===== config.mk =====
export PLATFORM = sky130hd
export DESIGN_NAME = matrix_transpose_stream
export DESIGN_NICKNAME = d
export VERILOG_FILES = /design/src/rtl/mt_pkg.sv /design/src/rtl/transpose_bank.sv /design/src/rtl/matrix_transpose_stream.sv
export SDC_FILE = /design/constraint.sdc
export NUM_CORES = 1
export LEC_CHECK = 0
export ABC_AREA = 1
export CAP_MARGIN = 20
export CORE_UTILIZATION = 64
export CTS_CLUSTER_SIZE = 10
export DETAILED_ROUTE_END_ITERATION = 10
export DONT_BUFFER_PORTS = 1
export PLACE_DENSITY = 0.86
export SYNTH_ARGS = -nofsm -noshare
export SYNTH_HDL_FRONTEND = slang
export SYNTH_SLANG_ARGS = --single-unit

===== constraint.sdc =====
create_clock -name clk -period 2.94 [get_ports clk]
set_input_delay 0 -clock clk [delete_from_list [all_inputs] [get_ports clk]]
set_output_delay 0 -clock clk [all_outputs]
set_load 0.05 [all_outputs]

===== src/rtl/mt_pkg.sv =====
// Shared definitions for the streaming matrix transposer: bank lifecycle
// states and small elaboration-time helpers.
package mt_pkg;

  typedef enum logic [1:0] {
    BANK_EMPTY    = 2'd0,
    BANK_FILLING  = 2'd1,
    BANK_FULL     = 2'd2,
    BANK_DRAINING = 2'd3
  } bank_state_e;

  function automatic int max_int(input int a, input int b);
    if (a > b) begin
      return a;
    end else begin
      return b;
    end
  endfunction

endpackage


===== src/rtl/transpose_bank.sv =====
// One matrix bank: row-wise storage, a mode flag captured per matrix, and a
// read mux that emits either a column (transpose) or a row (pass-through).
module transpose_bank
  import mt_pkg::*;
#(
  parameter int DATA_W = 8,
  parameter int N_ROWS = 4,
  parameter int N_COLS = 4,
  parameter int LANES  = max_int(N_ROWS, N_COLS),
  parameter int IDX_W  = $clog2(LANES)
) (
  input  logic                     clk,
  input  logic                     rst,
  input  logic                     wr_en,
  input  logic [IDX_W-1:0]         wr_idx,
  input  logic [N_COLS*DATA_W-1:0] wr_row,
  input  logic                     mode_we,
  input  logic                     mode_in,
  input  logic [IDX_W-1:0]         rd_idx,
  output logic                     mode,
  output logic [LANES*DATA_W-1:0]  rd_row
);

  logic [DATA_W-1:0]       mem_r [N_ROWS][N_COLS];
  logic                    mode_r;
  logic [LANES*DATA_W-1:0] rd_row_s;

  // Mode flag, written only on the first accepted beat of a matrix
  always_ff @(posedge clk) begin
    if (!rst) begin
      mode_r <= 1'b0;
    end else if (mode_we) begin
      mode_r <= mode_in;
    end else begin
      mode_r <= mode_r;
    end
  end

  // Element storage; contents survive reset since occupancy is tracked by state
  always_ff @(posedge clk) begin
    for (int r = 0; r < N_ROWS; r++) begin
      if (wr_en && (wr_idx == IDX_W'(r))) begin
        for (int c = 0; c < N_COLS; c++) begin
          mem_r[r][c] <= wr_row[c*DATA_W +: DATA_W];
        end
      end
    end
  end

  // Beat select: column rd_idx across rows, or row rd_idx across columns
  always_comb begin
    rd_row_s = {(LANES*DATA_W){1'b0}};
    if (mode_r) begin
      for (int r = 0; r < N_ROWS; r++) begin
        for (int c = 0; c < N_COLS; c++) begin
          rd_row_s[r*DATA_W +: DATA_W] |= (rd_idx == IDX_W'(c)) ? mem_r[r][c] : {DATA_W{1'b0}};
        end
      end
    end else begin
      for (int r = 0; r < N_ROWS; r++) begin
        for (int c = 0; c < N_COLS; c++) begin
          rd_row_s[c*DATA_W +: DATA_W] |= (rd_idx == IDX_W'(r)) ? mem_r[r][c] : {DATA_W{1'b0}};
        end
      end
    end
  end

  assign mode   = mode_r;
  assign rd_row = rd_row_s;

endmodule


===== src/rtl/matrix_transpose_stream.sv =====
// Ping-pong streaming matrix transposer: rows stream into one bank while the
// other bank drains as columns (transpose) or rows (pass-through).
module matrix_transpose_stream
  import mt_pkg::*;
#(
  parameter int DATA_W = 8,
  parameter int N_ROWS = 4,
  parameter int N_COLS = 4,
  localparam int LANES = max_int(N_ROWS, N_COLS)
) (
  input  logic                     clk,
  input  logic                     rst,
  input  logic                     ctrl,
  input  logic                     in_val,
  output logic                     in_rdy,
  input  logic [N_COLS*DATA_W-1:0] in_row,
  output logic                     out_val,
  input  logic                     out_rdy,
  output logic [LANES*DATA_W-1:0]  out_row,
  output logic                     out_last
);

  localparam int IDX_W = $clog2(LANES);
  localparam logic [IDX_W-1:0] ROW_LAST = IDX_W'(N_ROWS - 1);
  localparam logic [IDX_W-1:0] COL_LAST = IDX_W'(N_COLS - 1);

  bank_state_e [1:0] state_r, state_s;
  logic              wr_ptr_r, wr_ptr_s, rd_ptr_r, rd_ptr_s;
  logic [IDX_W-1:0]  wr_cnt_r, wr_cnt_s, rd_cnt_r, rd_cnt_s;
  logic [1:0]        bank_wr_s, bank_mode_we_s, bank_mode_s;
  logic [1:0][LANES*DATA_W-1:0] bank_rd_s;
  logic              in_fire_s, out_fire_s, out_val_s, rd_last_s;
  logic [IDX_W-1:0]  beat_last_s;

  for (genvar b = 0; b < 2; b++) begin : g_bank
    transpose_bank #(
      .DATA_W(DATA_W), .N_ROWS(N_ROWS), .N_COLS(N_COLS), .LANES(LANES), .IDX_W(IDX_W)
    ) u_bank (
      .clk    (clk),
      .rst    (rst),
      .wr_en  (bank_wr_s[b]),
      .wr_idx (wr_cnt_r),
      .wr_row (in_row),
      .mode_we(bank_mode_we_s[b]),
      .mode_in(ctrl),
      .rd_idx (rd_cnt_r),
      .mode   (bank_mode_s[b]),
      .rd_row (bank_rd_s[b])
    );
  end

  // Handshakes depend on bank state only, never on the opposite side's ready
  assign in_rdy      = (state_r[wr_ptr_r] == BANK_EMPTY) || (state_r[wr_ptr_r] == BANK_FILLING);
  assign out_val_s   = (state_r[rd_ptr_r] == BANK_FULL) || (state_r[rd_ptr_r] == BANK_DRAINING);
  assign in_fire_s   = in_val && in_rdy;
  assign out_fire_s  = out_val_s && out_rdy;
  assign beat_last_s = bank_mode_s[rd_ptr_r] ? COL_LAST : ROW_LAST;
  assign rd_last_s   = (rd_cnt_r >= beat_last_s);

  assign out_val  = out_val_s;
  assign out_last = out_val_s && rd_last_s;
  assign out_row  = out_val_s ? bank_rd_s[rd_ptr_r] : {(LANES*DATA_W){1'b0}};

  // Next-state: write side and read side never touch the same bank
  always_comb begin
    state_s        = state_r;
    wr_ptr_s       = wr_ptr_r;
    rd_ptr_s       = rd_ptr_r;
    wr_cnt_s       = wr_cnt_r;
    rd_cnt_s       = rd_cnt_r;
    bank_wr_s      = 2'b00;
    bank_mode_we_s = 2'b00;
    if (in_fire_s) begin
      bank_wr_s[wr_ptr_r]      = 1'b1;
      bank_mode_we_s[wr_ptr_r] = (state_r[wr_ptr_r] == BANK_EMPTY);
      if (wr_cnt_r >= ROW_LAST) begin
        state_s[wr_ptr_r] = BANK_FULL;
        wr_ptr_s          = ~wr_ptr_r;
        wr_cnt_s          = {IDX_W{1'b0}};
      end else begin
        state_s[wr_ptr_r] = BANK_FILLING;
        wr_cnt_s          = wr_cnt_r + IDX_W'(1);
      end
    end else begin
      wr_cnt_s = wr_cnt_r;
    end
    if (out_fire_s) begin
      if (rd_last_s) begin
        state_s[rd_ptr_r] = BANK_EMPTY;
        rd_ptr_s          = ~rd_ptr_r;
        rd_cnt_s          = {IDX_W{1'b0}};
      end else begin
        state_s[rd_ptr_r] = BANK_DRAINING;
        rd_cnt_s          = rd_cnt_r + IDX_W'(1);
      end
    end else begin
      rd_cnt_s = rd_cnt_r;
    end
  end

  // State registers
  always_ff @(posedge clk) begin
    if (!rst) begin
      state_r[0] <= BANK_EMPTY;
      state_r[1] <= BANK_EMPTY;
      wr_ptr_r   <= 1'b0;
      rd_ptr_r   <= 1'b0;
      wr_cnt_r   <= {IDX_W{1'b0}};
      rd_cnt_r   <= {IDX_W{1'b0}};
    end else begin
      state_r    <= state_s;
      wr_ptr_r   <= wr_ptr_s;
      rd_ptr_r   <= rd_ptr_s;
      wr_cnt_r   <= wr_cnt_s;
      rd_cnt_r   <= rd_cnt_s;
    end
  end

endmodule


# == Word level (Yosys, flattened, before mapping) ==
# Memories as Yosys holds them, arrays and structs flattened.
# Cells that the tools add are included.
# word_totals
input_bits,37
regBits,12
wordCells,226
n_memories,2
mem_bits_ro,0
out_inout_bits,35
ram_bits,256
latch_bits,0
# memory_table
name,words,width,read_ports,rd_clocked_by_memory_dff,write_ports,line,text
g_bank[0].u_bank.mem_r,4,32,4,0,1,transpose_bank.sv:24,logic [DATA_W-1:0] mem_r [N_ROWS][N_COLS];
g_bank[1].u_bank.mem_r,4,32,4,0,1,transpose_bank.sv:24,
# op_classes
order_cmp,6
n_mux,113
n_bitwise,60
n_eq_ne,9
mul,0
shift,0
div,0
n_reduce_logical,26
addsub,2
# ops
cell,n
$mux 8,56
$or 8x8->8,48
$mux 32,11
$reduce_or 32->1,6
$mux 2,16
$mux 1,23
$mux 4,4
$logic_and 1x1->1,13
$eq 2x2->1 const B,6
$and 2x2->2,3
$eq 2x1->1 const B,3
$logic_not 2->1,3
$add 2x1->2 const B,2
$and 4x4->4,1
$demux 2 s1,2
$ge 2x2->1 const B,2
$lt 1x2->1 const B,2
$not 2->2,2
$not 4->4,1
$or 2x2->2,2
$or 4x4->4,1
$reduce_and 2->1,2
$ge 1x1->1 const B,2
$logic_or 1x1->1,2
2 further kinds,3

# == Depth between registers and ports, before layout ==
# logic_depth
ltp_word,13
ltp_mapped,10
mapped_depth_nobuf,8

# == Hierarchy ==
# From an unflattened synthesis, not the netlist that was laid out.
# hier_totals
hier_cells,1484
area_unflattened_um2,13511.7
# modules_own_cells
module,seq_area_each_um2,area_per_inst_um2,cells_per_inst,n_inst
transpose_bank,3863.7,6125.9,616,2
matrix_transpose_stream,200.2,1260.0,252,1

# == Worst setup path before layout ==
# OpenSTA, ideal clock, no wires.
# synth_timing
path_kind,reg-to-reg
startpoint,register state_r[1] in the netlist's numbering
endpoint,memory g_bank[0].u_bank.mem_r[3][0] in the netlist's numbering (enable)
period_less_slack_ns,2.444
setup_ns,0.423
path_buffers,0
required_time_ns,2.517
path_slack_ns,0.496
arrival_time_ns,2.022
path_stages_with_launch,4
path_cell_list,dfxtp_1 inv_1 nand3_1 nor2_1
# synth_between
elab_chain_cells,13
elab_cells_between_ends,28
classes_between,eq/ne (1); mux (17); reduce/logical (10)
# synth_rtl
item,line,text
from (decl),matrix_transpose_stream.sv:27,"bank_state_e [1:0] state_r, state_s;"
from (signal assigned),matrix_transpose_stream.sv:111,state_r <= state_s;
$mux 2 (not written as such) * (2 in series),matrix_transpose_stream.sv:53,assign in_rdy = (state_r[wr_ptr_r] == BANK_EMPTY) || (state_r[wr_ptr_r] == BANK_FILLING);
$eq 2x1->1 or $logic_not 2->1 (tied branches),matrix_transpose_stream.sv:53,
$logic_or 1x1->1 *,matrix_transpose_stream.sv:53,
$logic_and 1x1->1 *,matrix_transpose_stream.sv:55,assign in_fire_s = in_val && in_rdy;
$mux 2 *,matrix_transpose_stream.sv:73,if (in_fire_s) begin
$logic_and 1x1->1,transpose_bank.sv:42,if (wr_en && (wr_idx == IDX_W'(r))) begin
$mux 1,transpose_bank.sv:42,
$mux 1 (not written as such),transpose_bank.sv:44,mem_r[r][c] <= wr_row[c*DATA_W +: DATA_W];
$reduce_or 32->1 (no line),--,
$mux 2 (no line) or $mux 1 (tied branches) (3 in series),--,
to (decl),transpose_bank.sv:24,
# Mark *: on every way between the ends. The rest lies on a longest branch, timed or not. The select of a mux whose other input is x is not followed.

# == Worst setup path in the final report ==
# layout_timing
startpoint,register rd_cnt_r[1]
endpoint,output port out_row[31]
# layout_between
elab_chain_cells,9
elab_cells_between_ends,35
classes_between,eq/ne (3); mux (19); bitwise (12); reduce/logical (1)
# layout_rtl
item,line,text
from (decl),matrix_transpose_stream.sv:29,"logic [IDX_W-1:0] wr_cnt_r, wr_cnt_s, rd_cnt_r, rd_cnt_s;"
from (signal assigned),matrix_transpose_stream.sv:109,rd_cnt_r <= {IDX_W{1'b0}};
from (signal assigned),matrix_transpose_stream.sv:115,rd_cnt_r <= rd_cnt_s;
$eq 2x1->1 or $logic_not 2->1 (tied branches),"transpose_bank.sv:56, transpose_bank.sv:62",
"$mux 8, on equally long branches","transpose_bank.sv:62, transpose_bank.sv:56",
"$or 8x8->8, on equally long branches (3 in series)","transpose_bank.sv:62, transpose_bank.sv:56",
$mux 32,transpose_bank.sv:53,if (mode_r) begin
$mux 32 (not written as such) * (2 in series),matrix_transpose_stream.sv:62,assign out_row = out_val_s ? bank_rd_s[rd_ptr_r] : {(LANES*DATA_W){1'b0}};
$mux 32 *,matrix_transpose_stream.sv:62,
to (decl),matrix_transpose_stream.sv:19,"output logic [LANES*DATA_W-1:0] out_row,"
# Marks and branches as above.

==> impl_metrics.ini <==
[clock_network]
cts_tree = done
htreeDepth = 1
clkLatencyLatePin_ns = 0.54
clockRootBuffer = clkbuf_16
cts.clk_slew.worst_paths_ns = 0.06
cts_resized = 0
cts_sinks = 268
clockBufferDepth = 3
cts-buffers-inserted = 30

[route]
drt_first_pass_iters = 6
totalWireLength_um = 33900
wl_per_cell_um = 20.2
antenna_left = 0
viasPerCell = 6.06
dr_total_vias = 10200
drcViolationCount = 0
drtIter0Drc = 1153

[logic_synthesis]
ys_types = 17
ys_ff_latch = 268
yosys_most_used_dff = edfxtp_1
synth_edf_count = 256
synth_nets = 1390
async_flop_share_pct = 0
synth.most_common_cell = nand2_1
yosysSeqAreaShare_pct = 63.6
avgSynthCellArea_um2 = 9.26
yosys-top-cells-area = edfxtp_1 (62%), nand2_1 (18%), nand3_1 (6.8%), nor2_1 (2.8%), a21oi_1 (2.7%)
syn_area_um2 = 12500
synth_top_area_share_pct = 61.7
yosysTopAreaCell = edfxtp_1
synth_common_cells = nand2_1 (584), edfxtp_1 (256), nand3_1 (170)
synthCells = 1345
yosys_warnings = 0

[final_layout]
final_cell_area_um2 = 14300
area_delta_synth_final_pct = 14.6
final_util_pct = 75.6
fill_cells = 1217
nNetsFinal = 1447
final_layout_size_suffix_gt1_share_pct = 8.07

[sta]
tightest_slew_ns = 0.878
fin_crit_ns = 2.84
finalSetupViolations = 0
rsz0062_at_grt = no
clock_skew_ns = 0.0174
hold_slack_ns = 0.0742
maxSlewHeadroom_pct = 41.4
hold_viol_final = 0
tns_ns = 0
finalMaxSlewViolations = 0
setup_ws_ns = 0.102
fmax_mhz = 352
fin_crit_sh_pct = 96.5

[grt]
grt_pass1_wl_um = 51600
grt_use_met3_pct = 5.87
grt_pass1_vias = 10000
grt.overflow.total = 0
antenna_found_initial = 1
gr-usage-met2_pct = 60.0
grt_use_met1_pct = 39.1
grt_start_max_net_pins = 64
grt_use_total_pct = 34.1
top_usage_layer = met2

[placement]
placed_cell_area_um2 = 13100
io_buffers = 0
dpl_worst_slack_ns = 0.737
gp_congestion = 0.902
dp_hpwl_um = 19100

[critical_path]
crit_fanout = 56
critPathArrivalTime_ns = 2.84
crit_path_frequent_cell = nand2_1
critPathRequiredTime_ns = 2.94
cp-end-kind = output port
cp_slowest_stage_delay_ns = 0.61
crit_type = register to output port
startpoint_type = register
crit_slowest_cell = ha_4
cp_cell_sequence = inv_1 > ha_4 > buf_4 > nand2_1 > nand3_1 > nand2_1 > nand3_1 > nand2_1 > nor2_1 > buf_4

[floorplanning]
fp.dieW_um = 142
design.core.area_um2 = 18900
start_util_pct = 65.9
row_count = 50
die_area_um2 = 20000
die_y_um = 142
io_pins = 72

[job]
cap_violations = 0

[power]
power_leakage_nw = 5.56
p_per_area_nw_per_um2 = 570
ir_drop_mv = 0.533

[min_path]
hold_path.class = primary input to register

[status]
outcome = complete, no violations
==> cell families after synthesis <==
| kind of cell | share of synthesized area (%) |
|---|---|
| AND/OR/NAND/NOR | 27.6 |
| flip-flops | 63.6 |
| buffers and inverters | 4.69 |
| adder cells (fa/ha/maj) | 0.803 |
| AO/OA/AOI/OAI | 3.30 |
==> worst max-delay path, delay by kind of cell (launching register included) <==
kind | cells | cell delay [ns]
flip-flops | 1 | 0.38
AND/OR/NAND/NOR | 6 | 0.53
adder cells (fa/ha/maj) | 1 | 0.61
buffers and inverters | 3 | 0.72
==> layout by cell type, fill, tap and decap left out <==
cell type / n
ha_4: 4
a21oi_1: 68
edfxtp_1: 256
ha_1: 4
dfxtp_1: 11
o21ai_0: 11
buf_12: 6
nor2_1: 85
inv_1: 60
o21ai_4: 1
or2_2: 6
buf_6: 1
nand4_1: 1
nor2_4: 8
clkbuf_1: 12
diode_2: 2
dfxtp_2: 1
clkbuf_16: 31
inv_2: 2
nand3_1: 170
dlygate4sd3_1: 37
buf_4: 54
nand2_1: 584
==> layout make-up <==
class | instances | area, µm² | share of cell area, %
Inverter | 62 | 233 | 1.63
Antenna cell | 2 | 5.00 | 0.0351
Multi-Input combinational cell | 942 | 4060 | 28.4
Clock buffer | 43 | 821 | 5.75
Tap cell | 260 | 325 | 2.28
Sequential cell | 268 | 7930 | 55.5
Timing Repair Buffer | 98 | 907 | 6.35
==> final timing paths <==
path                from                       endpoint  slack [ns]  cells after the start
max          rd_cnt_r[1]                    out_row[31]        0.10                     10
max reg2reg   state_r[1]  g_bank[0].u_bank.mem_r[3][19]        0.86                      4
min               in_val                     state_r[0]        0.07                      4
min reg2reg     rd_ptr_r                       rd_ptr_r        0.53                      2
==> metrics by stage <==
stage | std cells | power, W
floorplan | 1345 | 0.00470
global placement | 1592 | 0.00482
detailed placement | 1592 | 0.00484
CTS | 1672 | 0.00813
global route | 1674 | 0.00833
finish | 1675 | 0.00814
==> repair_timing <==
action	in CTS	in global routing
buffers inserted	0	1
endpoints found under the hold margin	268	0
hold buffers	37	0
setup endpoints to repair	0	1
==> where the power goes <==
group          internal (W)  leakage, nW  switching, W
combinational      0.000160         2.74      0.000385
clock               0.00189        0.396       0.00137
sequential          0.00429         2.42     0.0000433
==> layer usage <==
metal	vias to the layer above	wire length, µm
met5	-	0
met4	0	2050
met3	190	3720
met2	794	16800
met1	4621	11300
li1	4552	-
==> sequential cells by signal (all words and copies together), names as in the netlist <==
signal and cells:
g_bank.u_bank.mem_r 256, state_r 4, g_bank.u_bank.mode 2, rd_cnt_r 2, wr_cnt_r 2, rd_ptr_r 1, wr_ptr_r 1
(Power assumes the default switching activity.)
